`config.mk`:
```
export PLATFORM = sky130hd
export DESIGN_NAME = if_fetch
export DESIGN_NICKNAME = d
export VERILOG_FILES = /design/src/rtl/if_fetch.sv
export SDC_FILE = /design/constraint.sdc
export NUM_CORES = 1
export LEC_CHECK = 0
export CAP_MARGIN = 15
export CORE_MARGIN = 4
export CORE_UTILIZATION = 30
export CTS_CLUSTER_SIZE = 12
export DETAILED_ROUTE_END_ITERATION = 7
export REMOVE_ABC_BUFFERS = 1
export SETUP_SLACK_MARGIN = 0.05
export SYNTH_ARGS = -nofsm -noshare
export SYNTH_HDL_FRONTEND = slang
export SYNTH_SLANG_ARGS = --single-unit
export TNS_END_PERCENT = 50
```
`constraint.sdc`:
```
create_clock -name clk -period 3.1 [get_ports clk]
set_clock_uncertainty 0.2 [all_clocks]
set_input_delay 0.93 -clock clk [delete_from_list [all_inputs] [get_ports clk]]
set_output_delay 0.93 -clock clk [all_outputs]
set_load 0.01 [all_outputs]
```
`src/rtl/if_fetch.sv`:
```
// Instruction fetch front end: issues word-aligned reads for incoming PCs,
// buffers in-order responses with their PCs, and presents them to decode.
// A redirect discards buffered entries and turns outstanding reads into drops.
module if_fetch #(
  parameter int unsigned OUTSTANDING = 2
) (
  input  logic        clk,
  input  logic        rst,
  input  logic [31:0] pc_i,
  input  logic        pc_valid_i,
  output logic        pc_ready_o,
  input  logic        flush_i,
  output logic        req_valid_o,
  output logic [31:0] req_addr_o,
  input  logic        req_ready_i,
  input  logic        rsp_valid_i,
  input  logic [31:0] rsp_data_i,
  output logic        inst_valid_o,
  output logic [31:0] inst_o,
  output logic [31:0] inst_pc_o,
  input  logic        inst_ready_i
);

  localparam int unsigned PTR_W = (OUTSTANDING > 1) ? $clog2(OUTSTANDING) : 1;
  localparam int unsigned CNT_W = $clog2(OUTSTANDING + 1);

  // Queue storage: entries from head_q up to tail_q are live; the oldest
  // pend_q of them lacking data start at wptr_q (responses return in order).
  logic [31:0]      pc_mem_q  [OUTSTANDING];
  logic [31:0]      pc_mem_d  [OUTSTANDING];
  logic [31:0]      dat_mem_q [OUTSTANDING];
  logic [31:0]      dat_mem_d [OUTSTANDING];
  logic [PTR_W-1:0] head_q, head_d;
  logic [PTR_W-1:0] tail_q, tail_d;
  logic [PTR_W-1:0] wptr_q, wptr_d;
  logic [CNT_W-1:0] cnt_q, cnt_d;
  logic [CNT_W-1:0] pend_q, pend_d;
  logic [CNT_W-1:0] drop_q, drop_d;

  logic [CNT_W:0]   occ_c;
  logic [CNT_W:0]   inflight_c;
  logic             room_c;
  logic             accept_c;
  logic             pop_c;
  logic             rsp_take_c;

  // Occupancy counts live entries plus reads whose data will be thrown away.
  assign occ_c      = {1'b0, cnt_q} + {1'b0, drop_q};
  assign inflight_c = {1'b0, pend_q} + {1'b0, drop_q};
  assign room_c     = occ_c < (CNT_W + 1)'(OUTSTANDING);

  assign req_valid_o = pc_valid_i  && room_c && !flush_i && !rst;
  assign pc_ready_o  = req_ready_i && room_c && !flush_i && !rst;
  assign req_addr_o  = {pc_i[31:2], 2'b00};
  assign accept_c    = pc_valid_i && pc_ready_o;

  // Head entry has data whenever some live entry is no longer pending.
  assign inst_valid_o = !rst && (cnt_q != pend_q);
  assign inst_o       = dat_mem_q[head_q];
  assign inst_pc_o    = pc_mem_q[head_q];
  assign pop_c        = inst_valid_o && inst_ready_i && !flush_i;
  assign rsp_take_c   = rsp_valid_i && (inflight_c != '0);

  // Next-state for queue pointers, counters and storage.
  always_comb begin
    pc_mem_d  = pc_mem_q;
    dat_mem_d = dat_mem_q;
    head_d    = head_q;
    tail_d    = tail_q;
    wptr_d    = wptr_q;
    cnt_d     = cnt_q;
    pend_d    = pend_q;
    drop_d    = drop_q;

    if (flush_i) begin
      // Every outstanding read, live or already dropped, becomes a drop.
      head_d = '0;
      tail_d = '0;
      wptr_d = '0;
      cnt_d  = '0;
      pend_d = '0;
      drop_d = CNT_W'(inflight_c - (CNT_W + 1)'(rsp_take_c));
    end else begin
      if (rsp_valid_i) begin
        if (drop_q != '0) begin
          drop_d = drop_q - CNT_W'(1);
        end else if (pend_q != '0) begin
          dat_mem_d[wptr_q] = rsp_data_i;
          wptr_d = wptr_q + PTR_W'(1);
          pend_d = pend_q - CNT_W'(1);
        end
      end
      if (accept_c) begin
        pc_mem_d[tail_q] = pc_i;
        tail_d = tail_q + PTR_W'(1);
        pend_d = pend_d + CNT_W'(1);
        cnt_d  = cnt_d + CNT_W'(1);
      end
      if (pop_c) begin
        head_d = head_q + PTR_W'(1);
        cnt_d  = cnt_d - CNT_W'(1);
      end
    end
  end

  // State register with synchronous reset.
  always_ff @(posedge clk) begin
    if (rst) begin
      for (int i = 0; i < int'(OUTSTANDING); i++) begin
        pc_mem_q[i]  <= '0;
        dat_mem_q[i] <= '0;
      end
      head_q <= '0;
      tail_q <= '0;
      wptr_q <= '0;
      cnt_q  <= '0;
      pend_q <= '0;
      drop_q <= '0;
    end else begin
      pc_mem_q  <= pc_mem_d;
      dat_mem_q <= dat_mem_d;
      head_q    <= head_d;
      tail_q    <= tail_d;
      wptr_q    <= wptr_d;
      cnt_q     <= cnt_d;
      pend_q    <= pend_d;
      drop_q    <= drop_d;
    end
  end

endmodule

```
==> results.md, run 1 <==
* Power per Cell Area at ~470 nW/um^2
* Fin nets at 983
* Global route total overflow at 0
* Post-Syn Area at 6050 sq um
* Initial antenna violation count at 0
* GR Util met1 at 0.179
* Switch share at 0.223
* Crit path max fanout at 3
* R2R setup slack at a little under 0.5 ns
* Drt pass-1 iters at 4
* Post-route clock period utilization at 0.988
* Hpwl dp at between 10000 and 15000 um
* First-pass GRT wire length at about 27000 um
* Crit Path Class: reg -> out
* GPL Wtd Cong at between 0.7 and 0.8
* Met3 Use GR at 0.0363
* Worst R2R Path Depth at 9
* Most used DFF post-synth: dfxtp_1
* Die height at 150 um
* CTS Buf Count at 17
* Worst hold path class: reg -> reg
* Starting Density at 0.308
* Minimum clock period at slightly above 3 ns
* Worst-path cell chain: and2_4 -> fa_2 -> or3_4 -> nor3b_2 -> buf_2
* Status: complete, no violations
* CTS tree: done
* Post-route non-filler standard cell count at 1185
* Hold Startpoint: pc_mem_q[14]$_SDFFE_PP0P_
* Share of cells above drive strength 1 at 0.187
* Pin count of the biggest net entering global routing at 71
* WHS Path Cells at 2
* DRC Markers at 0
* CTS clock-pin slew for the worst setup and hold paths at about 0.060 ns
* Busiest grt layer: met2
* Clock root cell: clkbuf_16
* Clk pwr share at 0.483
* Sequential share of power at 0.426
* Int Pwr at between 3 and 4 mW
* Area growth syn-to-layout at 46.4%
* Hold Vio Cnt, Final at 0
* Post-route ant nets at 0
* Syn. warnings at 0
* Drt total wl at around 17000 um
* Clock buffer depth at 2
* Slowest CP cell: or3_4
* Die Width at approximately 150 um
* Initial DRC count at approximately 240
* Post-Syn Instances at around 750
* Via count at roughly 5300
* Peak supply drop at between 0.0003 and 0.0004 V
* Maximum clock rate at about 330 MHz
* Row cnt at 51
* CTS sink cnt at ~140
* Power share of the combinational group at 0.091
* DR vias/cell at between 4 and 5
* Synthesized flop and latch total at ~140
* Setup violations, final at 0
* Vias in the first global route at around 5400
* Max incr delay on CP at 0.41 ns
* Critical Path Sink Type: primary output
* Worst Path Buf+Inv at 1
* Fin. max-slew vios at 0
* DIE AREA at roughly 23000 sq um
* Seq/Total Area, Yosys at 0.453
* Worst-Skew Late Latency at about 0.41 ns
* Delay-heaviest family, CP: simple AND/OR/NAND/NOR gates
* Distinct cells, synth at 36
* Core area at roughly 20000 sq um
* Asr flop ratio synth at 0
* Worst slew pin tran at roughly 0.77 ns
* RSZ-0062 raised after global routing: yes
* Ports at 170
* Number of port buffers at approximately 170
* Setup crit start kind: register
* Placed insts at between 1000 and 1500
* P_sw at 934 uW
* Antenna diodes at 0
* Post-synth EDFFs at 0
* GRT met2 Usage at 0.255
* Fin Setup TNS at 0 ns
* Hold EP: pc_mem_q[14]$_SDFFE_PP0P_
* Syn avg cell area at between 8 and 9 sq um
* Tot GR Track Use at 0.147
* Worst path required time at roughly 2 ns
* Hold WS at between 0.2 and 0.25 ns
* FF-to-FF End: pc_mem_q[45]$_SDFFE_PP0P_
* Pleak at between 4 and 5 nW
* H-tree levels at 4
* CP arrival at just under 2 ns
* Rel. slew slack at 0.486
* RR Startpoint: cnt_q[0]$_SDFF_PP0_
* Max-Cap Viols at 0
* DR WL/cell at between 10 and 15 um
## worst reg2reg max path: cells and delay by family, from the launching register on
kind / cells / cell delay [ns]
AOI/OAI and AO/OA: 1 / 0.06
adders and majority gates: 1 / 0.33
buffers and inverters: 3 / 0.48
and+or+nand+nor: 4 / 1.07
DFF: 1 / 0.31
## metrics by stage
stage / setup slack, ns / power, mW / utilization / cell area, sq um
after detailed placement: -0.576 / 2.22 / 0.411 / 8080
after global placement: -0.562 / 2.22 / 0.411 / 8080
final: 0.0373 / 4.19 / 0.451 / 8850
after global routing: -0.0322 / 4.37 / 0.451 / 8850
after floorplan: -0.185 / 1.93 / - / 5580
after CTS: 0.00569 / 4.25 / 0.440 / 8650
## cell type report
| cell class | instances | area (sq um) |
|---|---|---|
| repair buffers | 227 | 2310 |
| multi-input cells | 516 | 2840 |
| inverters | 8 | 30.0 |
| clock buffers | 22 | 484 |
| well taps | 265 | 332 |
| fillers | 2017 | 10800 |
| clock inverters | 10 | 116 |
| flip-flops and latches | 137 | 2750 |
## layout by cell type, fill, tap and decap left out, drive strengths merged, types with 3 or more instances in the layout
master,n
dlygate4sd2,28
and3,3
xnor2,5
mux2i,3
xor2,3
clkinv,5
or3,4
buf,62
nor2,8
clkdlybuf4s50,90
dfxtp,137
mux2,64
inv,9
nand3,3
nand2,263
ha,3
clkbuf,23
dlymetal6s2s,46
a21oi,133
nor3,3
o21ai,3
## synthesized netlist by cell type, drive strengths merged (2+ instances only)
master / number / area [sq um]
nand2: 263 / 987
dfxtp: 137 / 2740
a21oi: 133 / 669
mux2: 64 / 721
buf: 48 / 339
clkbuf: 37 / 139
inv: 8 / 30.0
nor2: 8 / 30.0
xnor2: 5 / 43.8
or3: 4 / 30.0
and3: 3 / 18.8
ha: 3 / 37.5
mux2i: 3 / 30.0
nand3: 3 / 15.0
nor3: 3 / 25.0
o21ai: 3 / 15.0
xor2: 3 / 26.3
a211oi: 2 / 15.0
fa: 2 / 40.0
nor3b: 2 / 15.0
o211ai: 2 / 15.0
## repair_timing
action	CTS	global route
pin swaps	2	1
resized for setup	39	51
endpoints found under the setup margin	62	70
gates cloned	0	1
setup buffers	1	6
hold buffers	0	0
## flip-flops by register name (all words and copies together) (netlist names)
name,flops
cnt_q,2
dat_mem_q,64
drop_q,2
head_q,1
pc_mem_q,64
pend_q,2
tail_q,1
wptr_q,1
## power groups by stage
| stage | sequential (mW) | combinational (mW) | clock, mW |
|---|---|---|---|
| 6_report | 1.79 | 0.379 | 2.02 |
| 5_1_grt | 1.79 | 0.414 | 2.17 |
| 4_1_cts | 1.79 | 0.382 | 2.08 |
| 3_5_place_dp | 1.83 | 0.392 | 0 |
| 3_3_place_gp | 1.83 | 0.394 | 0 |
| 2_1_floorplan | 1.83 | 0.0995 | 0 |
## worst max-delay path by stage
stage                       end  depth (start not counted)           startpoint  slack (ns)
detailed placement  req_valid_o                          4              flush_i       -0.58
CTS                  pc_ready_o                          5  cnt_q[0]$_SDFF_PP0_       0.006
global route        req_valid_o                          5  cnt_q[0]$_SDFF_PP0_       -0.03
floorplan             inst_o[0]                          1  head_q$_SDFFE_PP0P_       -0.19
global placement     pc_ready_o                          4              flush_i       -0.56
finish              req_valid_o                          5  cnt_q[0]$_SDFF_PP0_        0.04
## cell families after synthesis
logic type,after synthesis,synth area share
adder cells (fa/ha/maj),5,0.0128
AO/OA/AOI/OAI,142,0.121
flip-flops,137,0.453
AND/OR/NAND/NOR,292,0.193
other,1,0.000620
multiplexers,67,0.124
buffers and inverters,93,0.0840
XOR/XNOR,8,0.0116
## routing by layer
layer  routed length (um)  vias to the layer above
li1                     -                     2737
met5                    0                        -
met4                  238                        0
met3                  561                       12
met1                 7340                     2461
met2                 8440                       97
Note: power is estimated with default switching activity, not from simulation.
==> run 2: changes to the inputs <==
==> constraint.sdc (replaced) <==
create_clock -name clk -period 3.6 [get_ports clk]
set_clock_uncertainty 0.2 [all_clocks]
set_input_delay 1.08 -clock clk [delete_from_list [all_inputs] [get_ports clk]]
set_output_delay 1.08 -clock clk [all_outputs]
set_load 0.01 [all_outputs]
==> run 2 against run 1 <==
Against the previous run: first-iteration DRC count fell by 5.8%; highest routed layer unchanged; count of clock-buffer cells in the layout fell by 4; final area fell by 5.3%; global-route usage fell by 0.093 points; register-to-register slack improved by 0.41 ns; cell count fell by 3.4%; sequential cell count did not move; via count fell by 3.5%.
==> results.md, run 2 (synthesized netlist as in run 1, its figures left out) <==
* Die Width at 150 um (unchanged)
* Drt total wl at 16300 um (-1.6%)
* Biggest regs: dat_mem_q x64, pc_mem_q x64
* Post-route ant nets at 0 (unchanged)
* Ports at 170 (unchanged)
* Core area at 19700 sq um (unchanged)
* Final worst setup slack at 0.0594 ns (+0.0221 ns)
* Starting Density at 0.308 (unchanged)
* Filler Cell Count at 2033 (+0.79%)
* Initial DRC count at 228 (-5.8%)
* Max-Cap Viols at 0 (unchanged)
* Post-route clock period utilization at 0.984
* Commonest non-fill, non-tap cell in the layout: nand2_1
* Rel. slew slack at 0.500 (+0.0144)
* Clock buffer depth at 2 (unchanged)
* Worst slew pin tran at 0.750 ns (-0.0216 ns)
* Tot GR Track Use at 0.146 (-0.000928)
* Design Area, Final at 8380 sq um (-5.3%)
* DR vias/cell at 4.47 (-0.13%)
* Maximum clock rate at roughly 280 MHz
* Status: complete, no violations
* CTS clock-pin slew for the worst setup and hold paths at 0.06 ns (about the same)
* Fin. max-slew vios at 0 (unchanged)
* Setup slack after placement at -0.372 ns (+0.203 ns)
* GPL Wtd Cong at 0.721 (-3.2%)
* Worst path required time at 2.32 ns (+0.35 ns)
* Power per Cell Area at 434 nW/um^2 (-8.2%)
* Row cnt at 51 (unchanged)
* Crit. Startpoint: flush_i
* Peak supply drop at 0.000277 V (-19%)
* Placed insts at 1113 (-2.8%)
* Antenna diodes at 0 (unchanged)
* H-tree levels at 4 (unchanged)
* Number of port buffers at 167 (unchanged)
* Setup violations, final at 0 (unchanged)
* Crit Path Class: in -> out
* Die height at 150 um (unchanged)
* Worst R2R Path Depth at 8 (-1)
* Share of cells above drive strength 1 at 0.144 (-0.0426)
* Worst-Skew Late Latency at 0.41 ns (about the same)
* CTS Buf Count at 17 (unchanged)
* First-pass GRT wire length at 26500 um (about the same)
* Crit path max fanout at 3 (unchanged)
* Hpwl dp at 10200 um (-1.2%)
* Drt pass-1 iters at 4 (unchanged)
* Most frequent cells in the layout: 263 x nand2_1, 164 x clkdlybuf4s50_1, 136 x dfxtp_1
* CTS sink cnt at 137 (unchanged)
* Setup crit start kind: input port
* Pleak at 2.94 nW (-27%)
* CTS tree: done
* Critical Path End: pc_ready_o
* Post-CTS setup buffers at 0 (-1)
* Pin count of the biggest net entering global routing at 70 (-1.4%)
* Initial antenna violation count at 0 (unchanged)
* Area growth syn-to-layout at 38.6%
* Hold Vio Cnt, Final at 0 (unchanged)
* Hold_buf cts at 0 (unchanged)
* CP arrival at 2.26 ns (+0.33 ns)
* Via count at 5121 (-3.5%)
* DR WL/cell at 14.2 um (+1.8%)
* Worst hold path class: reg -> reg
* RSZ-0062 raised after global routing: yes
* Post-route non-filler standard cell count at 1145 (-3.4%)
* RR Startpoint: cnt_q[0]$_SDFF_PP0_
* FF-to-FF End: pc_mem_q[50]$_SDFFE_PP0P_
* Fin nets at 943 (-4.1%)
* Critical Path Sink Type: primary output
* Vias in the first global route at 5109 (-5.0%)
* Global route total overflow at 0 (unchanged)
* R2R setup slack at 0.90 ns (+0.41 ns)
* DIE AREA at 22500 sq um (unchanged)
* Dpl cell area at 7780 sq um (-3.7%)
* DRC Markers at 0 (unchanged)
* Clock root cell: clkbuf_16
* Minimum clock period at 3.54 ns
==> run 2: cell types whose count changed in the layout (fill, tap and decap cells not counted), moves of 2 or more <==
cell	previous run	this run
clkdlybuf4s50_1	90	164
dlymetal6s2s_1	46	0
buf_4	52	18
dlygate4sd2_1	28	0
buf_12	8	3
clkbuf_8	4	1
dfxtp_1	134	136
inv_6	1	3
==> run 2: what timing repair did <==
| action | 4_1_cts | 5_1_grt |
|---|---|---|
| resized for setup | 8 | 1 |
| endpoints found under the hold margin | 0 | 0 |
| endpoints found under the setup margin | 2 | 2 |
==> run 2: worst max-delay path: stages <==
cell and delay [ns]:
clkdlybuf4s50_1 0.43, or3_4 0.40, nor3b_1 0.19, buf_2 0.16
==> run 2: stage by stage <==
step	hold WS (ns)	utilization	setup TNS, ns	power [mW]
floorplan	0.227	-	0	1.66
detailed placement	0.243	0.396	-0.710	1.88
CTS	0.253	0.426	0	3.71
global route	0.270	0.426	0	3.79
finish	0.250	0.426	0	3.64
global placement	0.238	0.396	-0.712	1.88
==> run 2: layout make-up <==
type,count,area (sq um),share of cell area
multi-input cells,516,2820,0.336
flip-flops and latches,137,2740,0.327
repair buffers,187,1850,0.220
clock buffers,18,439,0.0524
well taps,265,332,0.0396
clock inverters,14,171,0.0205
inverters,8,30.0,0.00358
==> run 2: worst min path at each step <==
stage                          startpoint  slack (ns)  cells past startpoint                    endpoint
2_1_floorplan   dat_mem_q[0]$_SDFFE_PP0P_        0.23                      2   dat_mem_q[0]$_SDFFE_PP0P_
3_3_place_gp   dat_mem_q[28]$_SDFFE_PP0P_        0.24                      2  dat_mem_q[28]$_SDFFE_PP0P_
3_5_place_dp     pc_mem_q[6]$_SDFFE_PP0P_        0.24                      2    pc_mem_q[6]$_SDFFE_PP0P_
4_1_cts          pc_mem_q[6]$_SDFFE_PP0P_        0.25                      2    pc_mem_q[6]$_SDFFE_PP0P_
5_1_grt        dat_mem_q[52]$_SDFFE_PP0P_        0.27                      2  dat_mem_q[52]$_SDFFE_PP0P_
6_report        pc_mem_q[26]$_SDFFE_PP0P_        0.25                      2   pc_mem_q[26]$_SDFFE_PP0P_
==> run 2: report_power, final <==
group          leakage [nW]  internal, mW  total (mW)  switching (mW)
clock                 0.293          1.11        1.79           0.681
combinational          1.54         0.167       0.307           0.140
sequential             1.11          1.53        1.54         0.00958
==> run 2: metal layers <==
| layer | track usage | wire, um |
|---|---|---|
| met4 | 0.0453 | 68 |
| met3 | 0.0233 | 489 |
| met5 | 0 | 0 |
| met1 | 0.191 | 7560 |
| met2 | 0.248 | 8190 |
